**src/rtl/noobs_pkg.sv**
```systemverilog
// Shared fetch/decode definitions: default datapath widths and the queued fetch entry.
package noobs_pkg;

    localparam int DEF_ADDR_W = 12;
    localparam int DEF_INST_W = 8;

    typedef struct packed {
        logic [DEF_INST_W-1:0] inst;
        logic [DEF_ADDR_W-1:0] pc;
    } fetch_entry_t;

endpackage

```
**src/rtl/ifetch_queue.sv**
```systemverilog
// Generic synchronous FIFO with push, pop and flush; a flush keeps only a same-cycle push.
module ifetch_queue #(
    parameter  int WIDTH = 20,
    parameter  int DEPTH = 4,
    localparam int PW    = $clog2(DEPTH),
    localparam int CW    = PW + 1
) (
    input  logic             clk,
    input  logic             rst_n,
    input  logic             i_push,
    input  logic             i_pop,
    input  logic             i_flush,
    input  logic [WIDTH-1:0] i_wdata,
    output logic [WIDTH-1:0] o_rdata,
    output logic [CW-1:0]    o_count
);

    logic [WIDTH-1:0] r_mem [DEPTH];
    logic [PW-1:0]    r_wr_ptr;
    logic [PW-1:0]    r_rd_ptr;
    logic [CW-1:0]    r_count;
    logic [PW-1:0]    w_wr_idx;

    // A flushing push lands in slot 0 so both pointers restart from a known origin.
    assign w_wr_idx = i_flush ? '0 : r_wr_ptr;

    always_ff @(posedge clk) begin
        if (i_push) begin
            r_mem[w_wr_idx] <= i_wdata;
        end
    end

    always_ff @(posedge clk or negedge rst_n) begin
        if (!rst_n) begin
            r_wr_ptr <= '0;
            r_rd_ptr <= '0;
            r_count  <= '0;
        end else if (i_flush) begin
            r_rd_ptr <= '0;
            r_wr_ptr <= i_push ? PW'(1) : '0;
            r_count  <= i_push ? CW'(1) : '0;
        end else begin
            if (i_push) begin
                r_wr_ptr <= r_wr_ptr + PW'(1);
            end
            if (i_pop) begin
                r_rd_ptr <= r_rd_ptr + PW'(1);
            end
            r_count <= r_count + CW'(i_push) - CW'(i_pop);
        end
    end

    assign o_rdata = (r_count != '0) ? r_mem[r_rd_ptr] : '0;
    assign o_count = r_count;

endmodule

```
**src/rtl/ifetch_pq.sv**
```systemverilog
// Instruction fetch unit that runs ahead of decode through a prefetch queue,
// tolerating memory wait states and flushing on branch/return redirects.
module ifetch_pq
    import noobs_pkg::*;
#(
    parameter int              ADDR_W     = DEF_ADDR_W,
    parameter int              INST_W     = DEF_INST_W,
    parameter int              DEPTH      = 4,
    parameter logic [ADDR_W-1:0] RESET_ADDR = '0
) (
    input  logic                   clk,
    input  logic                   reset_,
    input  logic                   fetch_en,
    input  logic                   branch,
    input  logic [ADDR_W-1:0]      tgt_addr,
    input  logic                   ret_addr_en,
    input  logic [ADDR_W-1:0]      ret_addr,
    output logic [ADDR_W-1:0]      inst_addr,
    output logic                   imem_rd,
    input  logic [INST_W-1:0]      inst_i,
    input  logic                   imem_ack,
    output logic [INST_W-1:0]      inst_o,
    output logic [ADDR_W-1:0]      inst_pc,
    output logic [ADDR_W-1:0]      next_addr,
    output logic                   inst_valid,
    input  logic                   inst_ready,
    output logic [$clog2(DEPTH):0] q_count
);

    localparam int CW = $clog2(DEPTH) + 1;
    localparam int EW = INST_W + ADDR_W;

    logic [ADDR_W-1:0] r_pc;
    logic              w_redirect;
    logic [ADDR_W-1:0] w_fa;
    logic              w_pop;
    logic              w_space;
    logic              w_push;
    logic [EW-1:0]     w_head;

    assign w_redirect = branch | ret_addr_en;
    assign w_fa       = branch ? tgt_addr : (ret_addr_en ? ret_addr : r_pc);
    assign w_pop      = inst_valid & inst_ready;
    // A redirect frees the whole queue and a same-cycle pop frees one slot.
    assign w_space    = w_redirect | (q_count < CW'(DEPTH)) | w_pop;
    assign imem_rd    = reset_ & fetch_en & w_space;
    assign w_push     = imem_rd & imem_ack;
    assign inst_addr  = w_fa;

    always_ff @(posedge clk or negedge reset_) begin
        if (!reset_) begin
            r_pc <= RESET_ADDR;
        end else if (w_push) begin
            r_pc <= w_fa + ADDR_W'(1);
        end else if (w_redirect) begin
            r_pc <= w_fa;
        end
    end

    ifetch_queue #(
        .WIDTH (EW),
        .DEPTH (DEPTH)
    ) u_queue (
        .clk     (clk),
        .rst_n   (reset_),
        .i_push  (w_push),
        .i_pop   (w_pop),
        .i_flush (w_redirect),
        .i_wdata ({inst_i, w_fa}),
        .o_rdata (w_head),
        .o_count (q_count)
    );

    assign inst_valid = (q_count != '0);
    assign inst_o     = w_head[ADDR_W +: INST_W];
    assign inst_pc    = w_head[ADDR_W-1:0];
    assign next_addr  = inst_valid ? (inst_pc + ADDR_W'(1)) : '0;

endmodule

```
**config.mk**
```make
export PLATFORM = sky130hd
export DESIGN_NAME = ifetch_pq
export DESIGN_NICKNAME = d
export VERILOG_FILES = /design/src/rtl/noobs_pkg.sv /design/src/rtl/ifetch_queue.sv /design/src/rtl/ifetch_pq.sv
export SDC_FILE = /design/constraint.sdc
export NUM_CORES = 1
export LEC_CHECK = 0
export BUFFER_PORTS_ARGS = -buffer_cell sky130_fd_sc_hd__buf_4
export CORE_ASPECT_RATIO = 0.8
export CORE_MARGIN = 4
export CORE_UTILIZATION = 35
export DETAILED_ROUTE_END_ITERATION = 12
export GPL_TIMING_DRIVEN = 0
export PLACE_DENSITY_LB_ADDON = 0.2
export SLEW_MARGIN = 5
export SYNTH_ARGS = -nofsm -noshare
export SYNTH_HDL_FRONTEND = slang
export SYNTH_SLANG_ARGS = --single-unit
```
**constraint.sdc**
```tcl
create_clock -name clk -period 7.9 [get_ports clk]
set_input_delay 1.975 -clock clk [delete_from_list [all_inputs] [get_ports clk]]
set_output_delay 1.975 -clock clk [all_outputs]
set_load 0.05 [all_outputs]
```
=== After elaboration in Yosys (flattened, before gate mapping) ===
Memories as Yosys holds them, arrays and structs flattened.
Cells that the tools add are included.

* RAM bits: 80
* Word-level logic and storage cells: 38
* Output and inout port bits: 49
* Register bits after elaboration: 19
* Memories kept: 1

* Order comparisons: 1
* Bitwise logic cells: 7
* Multiplexer cells: 16
* Reduce and logical (&&, ||, !) cells: 3
* $add $sub $neg: 6

{| class="wikitable"
|+ Memories
! name !! depth !! width !! read ports !! clocked after memory_dff !! wr ports !! line !! text
|-
| u_queue.r_mem || 4 || 20 || 1 || 0 || 1 || ifetch_queue.sv:18 || <nowiki>logic [WIDTH-1:0] r_mem [DEPTH];</nowiki>
|}

{| class="wikitable"
|+ Operators by type and width
! cell !! number
|-
| 2-to-1 mux 12 bit || 5
|-
| adder 12 x 1 -> 12 bit (second input constant) || 2
|-
| 2-to-1 mux 20 bit || 1
|-
| 2-to-1 mux 2 bit || 5
|-
| adder 2 x 1 -> 2 bit (second input constant) || 2
|-
| bitwise AND 1 bit || 4
|-
| 2-to-1 mux 1 bit || 4
|-
| nonzero test 2 bit || 2
|-
| adder 3 x 1 -> 3 bit || 1
|-
| less-than comparator 3 bit (second input constant) || 1
|-
| 2-to-1 mux 3 bit || 1
|-
| OR 1 bit || 3
|-
| nonzero test 3 bit || 1
|-
| subtractor 3 x 1 -> 3 bit || 1
|}

=== Longest topological paths before layout ===
Gate-level depths: netlist (run 1).

* Depth after elaboration: 8
* Mapped depth: 13
* Mapped depth without buffers: 11

=== Modules after synthesis ===
From an unflattened synthesis (run 1), not the netlist that was laid out.

* Cell total of the unflattened synthesis: 298
* Area, all modules: 4,692.0 µm²

{| class="wikitable"
|+ By module, submodules not included
! module !! cells an instance !! instances !! sequential area each (µm²) !! area each (µm²)
|-
| ifetch_queue || 162 || 1 || 2,577.5 || 3,458.3
|-
| ifetch_pq || 136 || 1 || 300.3 || 1,233.7
|}

=== Worst setup path after synthesis (run 1) ===
Ideal clock, no wire load.

* Kind: input to output
* From: input ret_addr_en
* To: output inst_addr[1]
* Stages on the path: 4
* Path slack: 2.069 ns
* Data arrival time: 3.856 ns
* Path buffers: 2
* Cells stage by stage: buf_6 buf_12 mux2i_1 o21ai_0

* Word-level cells in the longest chain between the ends: 2

{| class="wikitable"
|+ Ends and longest elaborated chain
! element !! line !! text
|-
| from (decl) || ifetch_pq.sv:16 || <nowiki>input logic ret_addr_en,</nowiki>
|-
| 2-to-1 mux 12 bit (2 in series) || ifetch_pq.sv:42 || <nowiki>assign w_fa = branch ? tgt_addr : (ret_addr_en ? ret_addr : r_pc);</nowiki>
|-
| to (decl) || ifetch_pq.sv:18 || <nowiki>output logic [ADDR_W-1:0] inst_addr,</nowiki>
|}

Every way passes these cells.

=== Worst setup path after layout (run 1) ===
* From: input branch
* To: output inst_addr[11]

* Word-level cells in the longest chain between the ends: 1

{| class="wikitable"
|+ Ends and longest elaborated chain
! element !! line !! text
|-
| from (decl) || ifetch_pq.sv:14 || <nowiki>input logic branch,</nowiki>
|-
| 2-to-1 mux 12 bit || ifetch_pq.sv:42 ||
|}

Every way passes these cells.

==> key figures, run 1 <==
Clock tree
  • Worst-Skew Late Latency: about 340 ps
  • CTS H-tree depth: 3
  • CTS clk-pin slew, worst paths: about 70 ps
  • CTS tree: done
  • Number of CTS-inserted buffers: 9
  • Post-CTS Setup Bufs: 0
  • Clock net sink count: about 100
  • Hold Buf Count CTS: 0
  • Clk root buf: clkbuf_16
  • CTS resizes: 0
  • Clk buf depth: 2

Logic synthesis
  • Warnings from Yosys: 0
  • Distinct cells, synth: between 40 and 50
  • Cell Area, Synth: roughly 4600 µm²
  • Sequential share of the synthesized area: between 60% and 70%
  • Mapped Nets: ~350
  • Cells after synthesis: ~300
  • Synthesized flop and latch total: 99
  • Mean post-synth cell area: roughly 15 µm²

STA
  • Slew margin rel.: 34.9%
  • Max Transition Viols Final: 0
  • Setup_tns: 0 ps
  • RSZ-0062 raised after global routing: no
  • Worst Tran Pin Value: ~970 ps
  • Fmax: between 0.15 and 0.2 GHz
  • Final worst-path cycle share: roughly 71%
  • Fin crit period: ~5600 ps
  • Fin. Hold Viols: 0
  • Setup-failing EPs final: 0
  • Layout Skew: approximately 5.9 ps

Floorplanning
  • IO Pins: around 90
  • Die width: between 100 and 150 µm
  • Die height: between 100 and 150 µm
  • Initial Util: between 30 and 40%
  • Core Region: between 10000 and 15000 µm²
  • Row count: 37
  • Die Area: 14900 µm²

Worst hold path
  • Hold Crit Class: register to register
  • Launch point of the worst hold path: r_pc[8]

Drt
  • Routed vias: between 2000 and 3000
  • Via-per-instance ratio: 4.77
  • DRC violations left: 0
  • Overall routed net length: approximately 10000 µm
  • DRT iter0 DRCs: 193
  • Pre-Repair DR Iteration Count: 4
  • Routed Antenna Nets: 0
  • Routed len/inst: 17.5 µm

Place
  • Final GP Congestion: between 0.7 and 0.8
  • Post-DP HPWL: roughly 7500 µm
  • # port buffers: 86

Setup path
  • Worst setup EP type: output port
  • CP Launch Type: input pin
  • CP Data Required Time: between 5000 and 6000 ps
  • CP max FO: 10
  • Reg2reg start: u_queue.o_count[1]
  • Setup slack, reg-to-reg: about 4800 ps
  • Crit. Startpoint: branch
  • WP data arrival: around 3600 ps
  • Worst Setup Path Type: input pin to output port

Layout
  • Layout area overhead: 27.6%
  • Footprint of the multi-input gates: 1570 µm²
  • Highest-count cells in the layout ignoring fill and taps: buf_4, edfxtp_1, nand2_1
  • Core Util, Final: 45.4%
  • Fill cell count: roughly 1200
  • Seq. cell area: ~2900 µm²
  • Commonest non-fill, non-tap cell in the layout: buf_4
  • Layout cells sized above 1: around 37%
  • Nets@finish: about 450
  • # diodes: 0

Run status
  • Status: completed

Global routing
  • First-pass GRT wire length: approximately 16000 µm
  • Gr usage total: approximately 14%
  • Vias in the first global route: roughly 2800
  • Largest net degree at the start of global routing: 22
  • Total gr overflow: 0
  • Initial antenna violation count: 0

Pwr
  • LEAKAGE: between 2 and 2.5 nW
  • Max VDD drop: approximately 110 µV
  • Pwr/cell area: about 230 nW/µm²

Job
  • Maxcap violations: 0
-- synthesized netlist by cell type, drive strengths merged --
cell type / count / area share (%)
nand4: 3 / 0.74
nor3b: 1 / 0.16
dfrtp: 19 / 10
and4b: 1 / 0.22
nand2b: 1 / 0.14
or3: 2 / 0.27
nand3: 5 / 0.55
a21oi: 3 / 0.33
and2: 20 / 2.7
a211o: 2 / 0.41
ha: 4 / 1.1
fa: 1 / 0.44
nor4: 4 / 0.69
o21a: 1 / 0.16
and3: 1 / 0.14
buf: 8 / 1.5
o211a: 1 / 0.22
xor2: 6 / 1.2
mux2: 5 / 1.2
clkbuf: 5 / 0.41
nor2: 22 / 1.8
inv: 12 / 0.99
a211oi: 3 / 0.49
nand2: 23 / 1.9
o2111a: 1 / 0.25
nor3: 8 / 0.99
edfxtp: 80 / 53
o21ai: 9 / 0.99
and4: 1 / 0.19
mux2i: 17 / 3.7
mux4: 20 / 9.9
a32oi: 2 / 0.38
nor4b: 1 / 0.33
or2: 2 / 0.27
or4: 1 / 0.25
xnor2: 10 / 1.9
-- flip-flops by register name, indices dropped and copies added, names as in the netlist --
name and count:
u_queue.r_mem 80, r_pc 12, u_queue.o_count 3, u_queue.r_rd_ptr 2, u_queue.r_wr_ptr 2
-- routing by layer --
metal | up-vias | GRT usage [%] | share of wire [%]
li1 | 1350 | - | -
met1 | 1356 | 20.5 | 48
met2 | 93 | 21.8 | 45
met3 | 4 | 3.95 | 6.1
met4 | 0 | 2.59 | 0.45
met5 | - | 0 | 0
-- path summary, 6_finish.rpt --
| path | endpoint | depth (start not counted) |
|---|---|---|
| setup / recovery | inst_addr[11] | 5 |
| hold / removal | r_pc[8] | 2 |
| setup reg to reg | u_queue.o_count[2] | 11 |
| hold reg to reg | r_pc[8] | 2 |
| max in group asynchronous | u_queue.o_count[0] | 1 |
| min in group asynchronous | r_pc[0] | 1 |
-- worst max-delay path, stage by stage --
cell and delay, ps:
buf_4 120, buf_2 180, buf_2 210, o21ai_0 790, buf_4 340
-- area by class of cell --
class                   instances  share of cell area (%)
flip-flops and latches         99                    49.4
multi-input cells             181                    27.0
repair buffers                 92                    12.2
clock buffers                   9                    3.87
well taps                     175                    3.76
clock inverters                 7                    1.57
plain buffers                  13                    1.46
inverters                      12                   0.774
-- cells by family (layout without fill, tap and decap cells) --
| logic type | count (synthesis) | in the layout | share of synthesized area [%] |
|---|---|---|---|
| AO/OA/AOI/OAI | 22 | 22 | 3.24 |
| AND/OR/NAND/NOR | 96 | 96 | 11.4 |
| adder cells (fa/ha/maj) | 5 | 5 | 1.54 |
| flip-flops | 99 | 99 | 63.1 |
| multiplexers | 42 | 42 | 14.8 |
| buffers and inverters | 25 | 133 | 2.85 |
| XOR/XNOR | 16 | 16 | 3.07 |
-- where the power goes --
group	leakage (nW)	internal [mW]	total, mW	switching (mW)
Clock	0.152	0.229	0.442	0.213
Sequential	0.963	0.581	0.588	0.00732
Combinational	1.11	0.0914	0.285	0.193
Total	2.22	0.902	1.32	0.413
-- per-stage QoR --
| stage | cell area [µm²] | setup WS (ps) | cells | total power, mW | hold WS, ps |
|---|---|---|---|---|---|
| 3_3_place_gp | 5430 | 1610 | 566 | 0.883 | 482 |
| 3_5_place_dp | 5510 | 2240 | 572 | 0.888 | 484 |
| 6_report | 5820 | 2290 | 588 | 1.32 | 501 |
| 2_1_floorplan | 4560 | 2070 | 305 | 0.791 | 453 |
| 5_1_grt | 5820 | 2200 | 588 | 1.37 | 543 |
| 4_1_cts | 5820 | 2190 | 588 | 1.33 | 508 |
(Power assumes the default switching activity.)
==> run 2, diff against run 1 <==
--- a/config.mk
+++ b/config.mk
@@ -5,6 +5,7 @@
 export SDC_FILE = /design/constraint.sdc
 export NUM_CORES = 1
 export LEC_CHECK = 0
+export ABC_AREA = 1
 export BUFFER_PORTS_ARGS = -buffer_cell sky130_fd_sc_hd__buf_4
 export CORE_ASPECT_RATIO = 0.8
 export CORE_MARGIN = 4
==> constraint.sdc (replaced) <==
create_clock -name clk -period 5.35 [get_ports clk]
set_input_delay 1.3375 -clock clk [delete_from_list [all_inputs] [get_ports clk]]
set_output_delay 1.3375 -clock clk [all_outputs]
set_load 0.05 [all_outputs]
==> key figures, run 2 <==
Worst hold path
  • Hold Crit Class: register to register

Logic synthesis
  • Top cells by area, synth: edfxtp_1, nand2_1, dfrtp_1
  • Sequential share of the synthesized area: 54.4% (-8.7 points)
  • Mean post-synth cell area: 9.07 µm² (-39%)
  • Post-Synth Adder-Cell Area: 1.33% (-0.21 points)
  • Synth Area in Compound Gates: 5.73% (+2.5 points)
  • EDFF count, synth: 80 (unchanged)
  • Simple-gate area share of the yosys netlist: 29.5% (+18 points)
  • Mux contribution to synthesized area: 0% (-15 points)
  • Share of Yosys cell area claimed by the top area cell type: 45.4% (-7.2 points)
  • Largest family of logic cells by synthesized area: simple AND/OR/NAND/NOR gates
  • Warnings from Yosys: 0 (unchanged)
  • Most used DFF post-synth: edfxtp_1
  • Cells after synthesis: 583 (+91%)
  • Post-synth top area cell: edfxtp_1
  • Synth async-reset ratio: 19.2% (unchanged)
  • Distinct cells, synth: 42 (-4.5%)
  • Cell Area, Synth: 5290 µm² (+16%)
  • Top-count cell post-synth: nand2_1
  • Mapped Nets: 627 (+80%)
  • Commonest cells post-synth: nand2_1, edfxtp_1, nor2_1
  • Xor and xnor fraction of the mapped netlist area: 0.828% (-2.2 points)
  • Synthesized flop and latch total: 99 (unchanged)

Floorplanning
  • IO Pins: 88 (unchanged)
  • Die width: 145 µm (+7.2%)
  • Core Region: 14500 µm² (+13%)
  • Row count: 39 (+5.4%)
  • Initial Util: 36.4% (+0.79 points)
  • Die height: 118 µm (+7.1%)
  • Die Area: 17200 µm² (+15%)

STA
  • Fin crit period: around 4200 ps
  • Setup_tns: 0 ps (unchanged)
  • Setup-failing EPs final: 0 (unchanged)
  • Layout Skew: 7.73 ps (+1.79 ps)
  • Slew margin rel.: 45.2% (+10 points)
  • Worst Tran Pin Value: 820 ps (-146 ps)
  • RSZ-0062 raised after global routing: no
  • Final worst-path cycle share: between 70% and 80%
  • Max Transition Viols Final: 0 (unchanged)
  • Fmax: 0.235 GHz
  • Fin. Hold Viols: 0 (unchanged)

Job
  • Maxcap violations: 0 (unchanged)

Drt
  • DRT iter0 DRCs: 327 (+69%)
  • Overall routed net length: 13500 µm (+31%)
  • DRC violations left: 0 (unchanged)
  • Routed Antenna Nets: 0 (unchanged)
  • Routed len/inst: 15.4 µm (-12%)
  • Pre-Repair DR Iteration Count: 4 (unchanged)
  • Via-per-instance ratio: 4.83 (+1.3%)
  • Routed vias: 4231 (+51%)

Global routing
  • Initial antenna violation count: 0 (unchanged)
  • Gr usage total: 15.6% (+1.4 points)
  • Vias in the first global route: 4069 (+45%)
  • Largest net degree at the start of global routing: 21 (-4.5%)
  • Total gr overflow: 0 (unchanged)
  • First-pass GRT wire length: 21500 µm (+37%)

Setup path
  • CP max FO: 10 (unchanged)
  • CP Launch Type: register
  • CP Data Required Time: 4010 ps (-1920 ps)
  • Worst setup EP type: output port
  • WP data arrival: 2910 ps (-720 ps)
  • Worst Setup Path Type: register to output port

Pwr
  • Max VDD drop: 134 µV (+24%)
  • LEAKAGE: 2.98 nW (+34%)
  • Pwr/cell area: 308 nW/µm² (+36%)

Layout
  • Top reg by flops: u_queue.r_mem
  • Highest-count cells in the layout ignoring fill and taps: nand2_1, buf_4, edfxtp_1
  • Nets@finish: 731 (+62%)
  • Core Util, Final: 45.3% (-0.11 points)
  • Layout area overhead: 24.6%
  • # diodes: 0 (unchanged)
  • Largest register FFs: 80 (unchanged)
  • Fill cell count: 1397 (+18%)
  • Commonest non-fill, non-tap cell in the layout: nand2_1
  • Layout cells sized above 1: 27.3% (-9.5 points)

Run status
  • Status: completed

Place
  • Final GP Congestion: 0.792 (+8.3%)
  • Post-DP HPWL: 9980 µm (+32%)
  • # port buffers: 86 (unchanged)

Clock tree
  • Hold Buf Count CTS: 0 (unchanged)
  • CTS tree: done
  • Worst-Skew Late Latency: 330 ps (about the same)
  • Clk root buf: clkbuf_16
  • CTS resizes: 0 (unchanged)
  • CTS clk-pin slew, worst paths: 70 ps (about the same)
  • Clk buf depth: 2 (unchanged)
  • Number of CTS-inserted buffers: 9 (unchanged)
  • CTS H-tree depth: 3 (unchanged)
  • Post-CTS Setup Bufs: 0 (unchanged)
  • Clock net sink count: 99 (unchanged)
==> run 2: cell types whose count changed in the layout (fill, tap and decap cells not counted), sizes merged, moves of 4 or more <==
cell   delta
nor4      -4
buf      +13
o21ai    +21
a21oi    +18
nand2   +154
xnor2     -8
nand3    +59
mux2i    -17
mux2      -5
mux4     -20
nor2     +49
inv      +53
and2     -19
==> run 2: final cells by class <==
cell class	count	area, µm²	share of cell area [%]
Timing Repair Buffer	93	732	11.1
Buffer	22	174	2.64
Clock inverter	5	86.3	1.31
Inverter	68	262	3.97
Tap cell	184	230	3.50
Clock buffer	11	233	3.53
Multi-Input combinational cell	394	1990	30.2
Sequential cell	99	2880	43.7
==> run 2: report_power, final <==
group / internal (mW) / switching [mW] / leakage [nW] / total, mW
Sequential: 0.857 / 0.00868 / 0.960 / 0.866
Clock: 0.415 / 0.276 / 0.155 / 0.691
Combinational: 0.137 / 0.335 / 1.87 / 0.472
==> run 2: routing by layer <==
metal	GRT usage [%]	wire, µm	vias up
met5	0	0	-
met3	3.35	848	8
met2	22.8	5790	139
met1	23.6	6760	1968
met4	3.38	94	0
li1	-	-	2116
==> run 2: cell families after synthesis <==
| logic type | after synthesis |
|---|---|
| adders and majority gates | 5 |
| AOI/OAI and AO/OA | 53 |
| DFF | 99 |
| buffers and inverters | 90 |
| and+or+nand+nor | 331 |
| xor gates and xnor gates | 5 |
==> run 2: worst paths after layout <==
path                            depth (start not counted)  slack, ps               start                  to
worst min-delay path                                    2        530            r_pc[10]            r_pc[10]
worst min register to register                          2        530            r_pc[10]            r_pc[10]
max in group asynchronous                               1       4250              reset_             r_pc[7]
worst max-delay path                                   13       1100  u_queue.o_count[1]        next_addr[6]
worst max register to register                         12       2650  u_queue.o_count[1]  u_queue.o_count[2]
min in group asynchronous                               1        880              reset_             r_pc[2]
==> run 2: metrics by stage <==
step / area (µm²) / worst slack [ps] / total power [mW] / cells / hold WS (ps)
5_1_grt: 6590 / 836 / 2.12 / 876 / 547
2_1_floorplan: 5290 / 478 / 1.20 / 583 / 449
3_3_place_gp: 6160 / -98.9 / 1.35 / 853 / 468
3_5_place_dp: 6270 / 1420 / 1.36 / 860 / 498
6_report: 6590 / 1100 / 2.03 / 876 / 525
4_1_cts: 6590 / 1030 / 2.04 / 876 / 523
==> run 2: critical path, stage by stage (launching register included) <==
cell,delay (ps)
dfrtp_1,440
nor2_1,210
nand2_2,240
buf_6,230
inv_1,190
buf_2,320
a21oi_1,100
ha_1,300
inv_1,130
nor2_2,60
nand2_1,60
nand2_1,50
inv_1,50
buf_4,180
==> run 3, diff against run 2 <==
==> constraint.sdc (replaced) <==
create_clock -name clk -period 3.86 [get_ports clk]
set_input_delay 0.965 -clock clk [delete_from_list [all_inputs] [get_ports clk]]
set_output_delay 0.965 -clock clk [all_outputs]
set_load 0.05 [all_outputs]
==> key figures, run 3 (synthesized netlist as in run 2, its figures left out) <==
Setup path
  • CP Data Required Time: 2890 ps (-1120 ps)
  • WP buf/inv: 5 (-1)
  • CP max stage cell: dfrtp_1
  • Setup slack, reg-to-reg: 1230 ps (-1420 ps)
  • Worst Setup Path Type: register to output port
  • Critical Path Max Stage Delay: 440 ps (about the same)
  • CP delay by family, top: buffers and inverters
  • Crit-path cells: nor2_2 -> nand2_4 -> buf_6 -> inv_1 -> buf_4 -> a21oi_2 -> ha_1 -> nand2_1 -> o21ai_1 -> nand2_1 -> inv_1 -> buf_4
  • CP max FO: 10 (unchanged)
  • Worst setup EP type: output port
  • WP data arrival: 2710 ps (-200 ps)
  • CP Launch Type: register

Floorplanning
  • Die Area: 17200 µm² (unchanged)
  • Core Region: 14500 µm² (unchanged)
  • Die height: 118 µm (unchanged)
  • Initial Util: 36.4% (unchanged)
  • Die width: 145 µm (unchanged)
  • Row count: 39 (unchanged)
  • IO Pins: 88 (unchanged)

STA
  • Max Transition Viols Final: 0 (unchanged)
  • Setup ws final: 187 ps (-914 ps)
  • Setup_tns: 0 ps (unchanged)
  • Setup-failing EPs final: 0 (unchanged)
  • Fmax: ~0.27 GHz
  • Layout Skew: 9.30 ps (+1.57 ps)
  • RSZ-0062 raised after global routing: no
  • Final worst-path cycle share: approximately 95%
  • Fin. Hold Viols: 0 (unchanged)
  • Fin crit period: ~3700 ps
  • Worst Tran Pin Value: 628 ps (-192 ps)
  • Slew margin rel.: 57.8% (+13 points)

Drt
  • DRC violations left: 0 (unchanged)
  • Pre-Repair DR Iteration Count: 5 (+1)
  • Via-per-instance ratio: 4.79 (-0.78%)
  • DRT iter0 DRCs: 288 (-12%)
  • Overall routed net length: 13200 µm (-2.3%)
  • Routed len/inst: 15.1 µm (-2.2%)
  • Routed Antenna Nets: 0 (unchanged)
  • Routed vias: 4193 (-0.90%)

Layout
  • Core Util, Final: 45.5% (+0.24 points)
  • Nets@finish: 731 (unchanged)
  • Top reg by flops: u_queue.r_mem
  • Final Cell Area: 6620 µm² (+0.53%)
  • # diodes: 0 (unchanged)
  • Fill cell count: 1390 (-0.50%)
  • Layout cells sized above 1: 27.8% (+0.47 points)
  • Layout area overhead: 25.2%
  • Largest register FFs: 80 (unchanged)
  • Highest-count cells in the layout ignoring fill and taps: nand2_1, buf_4, edfxtp_1
  • Commonest non-fill, non-tap cell in the layout: nand2_1

Place
  • Pre-CTS WS: 356 ps (-1060 ps)
  • Final GP Congestion: 0.805 (+1.6%)
  • Post-DP HPWL: 9810 µm (-1.7%)
  • # port buffers: 86 (unchanged)
  • Dpl cell area: 6270 µm² (+0.12%)

Global routing
  • Initial antenna violation count: 0 (unchanged)
  • Vias in the first global route: 4113 (+1.1%)
  • Total gr overflow: 0 (unchanged)
  • First-pass GRT wire length: 21300 µm (-1.1%)
  • Largest net degree at the start of global routing: 21 (unchanged)
  • Gr usage total: 15.5% (-0.12 points)

Clock tree
  • Hold Buf Count CTS: 0 (unchanged)
  • Post-CTS Setup Bufs: 0 (unchanged)
  • Clk buf depth: 2 (unchanged)
  • CTS clk-pin slew, worst paths: 70 ps (about the same)
  • CTS H-tree depth: 3 (unchanged)
  • Clk root buf: clkbuf_16
  • CTS resizes: 1 (+1)
  • CTS tree: done
  • Worst-Skew Late Latency: 330 ps (about the same)
  • Number of CTS-inserted buffers: 9 (unchanged)
  • Clock net sink count: 99 (unchanged)

Pwr
  • Power, Total: 2.88 mW (+42%)
  • Max VDD drop: 203 µV (+51%)
  • Pwr/cell area: 435 nW/µm² (+41%)
  • LEAKAGE: 2.99 nW (+0.42%)

Worst hold path
  • Hold Crit Class: input pin to async pin

Run status
  • Status: completed

Job
  • Maxcap violations: 0 (unchanged)
-- run 3: where the power goes --
part | switching [mW] | internal (mW) | total [mW]
sequential | 0.0120 | 1.19 | 1.20
clock | 0.384 | 0.632 | 1.02
combinational | 0.469 | 0.192 | 0.661
total | 0.865 | 2.01 | 2.88
-- run 3: path summary, 6_finish.rpt --
kind / depth (start not counted) / endpoint / start
max in group asynchronous: 1 / r_pc[8] / reset_
min reg2reg: 2 / r_pc[8] / r_pc[8]
max: 12 / next_addr[8] / u_queue.o_count[1]
max reg2reg: 12 / u_queue.o_count[2] / u_queue.o_count[1]
min: 1 / r_pc[1] / reset_
min in group clk: 2 / r_pc[8] / r_pc[8]
-- run 3: stage by stage --
step,hold slack [ps],cells
final,497,875
after global routing,513,875
after CTS,507,875
after detailed placement,494,860
after global placement,473,853
after floorplan,449,583
-- run 3: per-layer routing --
layer | part of all wire [%] | up-vias | track usage (%) | wire length [µm]
li1 | - | 2110 | - | -
met1 | 50 | 1946 | 23.2 | 6620
met2 | 43 | 129 | 23.2 | 5700
met3 | 5.9 | 8 | 3.19 | 779
met4 | 0.64 | 0 | 2.91 | 85
met5 | 0 | - | 0 | 0
-- run 3: final cells by class --
| class | count | area, µm² | area share (%) |
|---|---|---|---|
| timing repair buffer | 93 | 732 | 11.1 |
| inverter | 68 | 262 | 3.95 |
| tap | 184 | 230 | 3.48 |
| clock inverter | 6 | 111 | 1.68 |
| clock buffer | 9 | 225 | 3.40 |
| sequential | 99 | 2880 | 43.5 |
| multi-input combinational | 394 | 2010 | 30.3 |
| buffer | 22 | 176 | 2.66 |
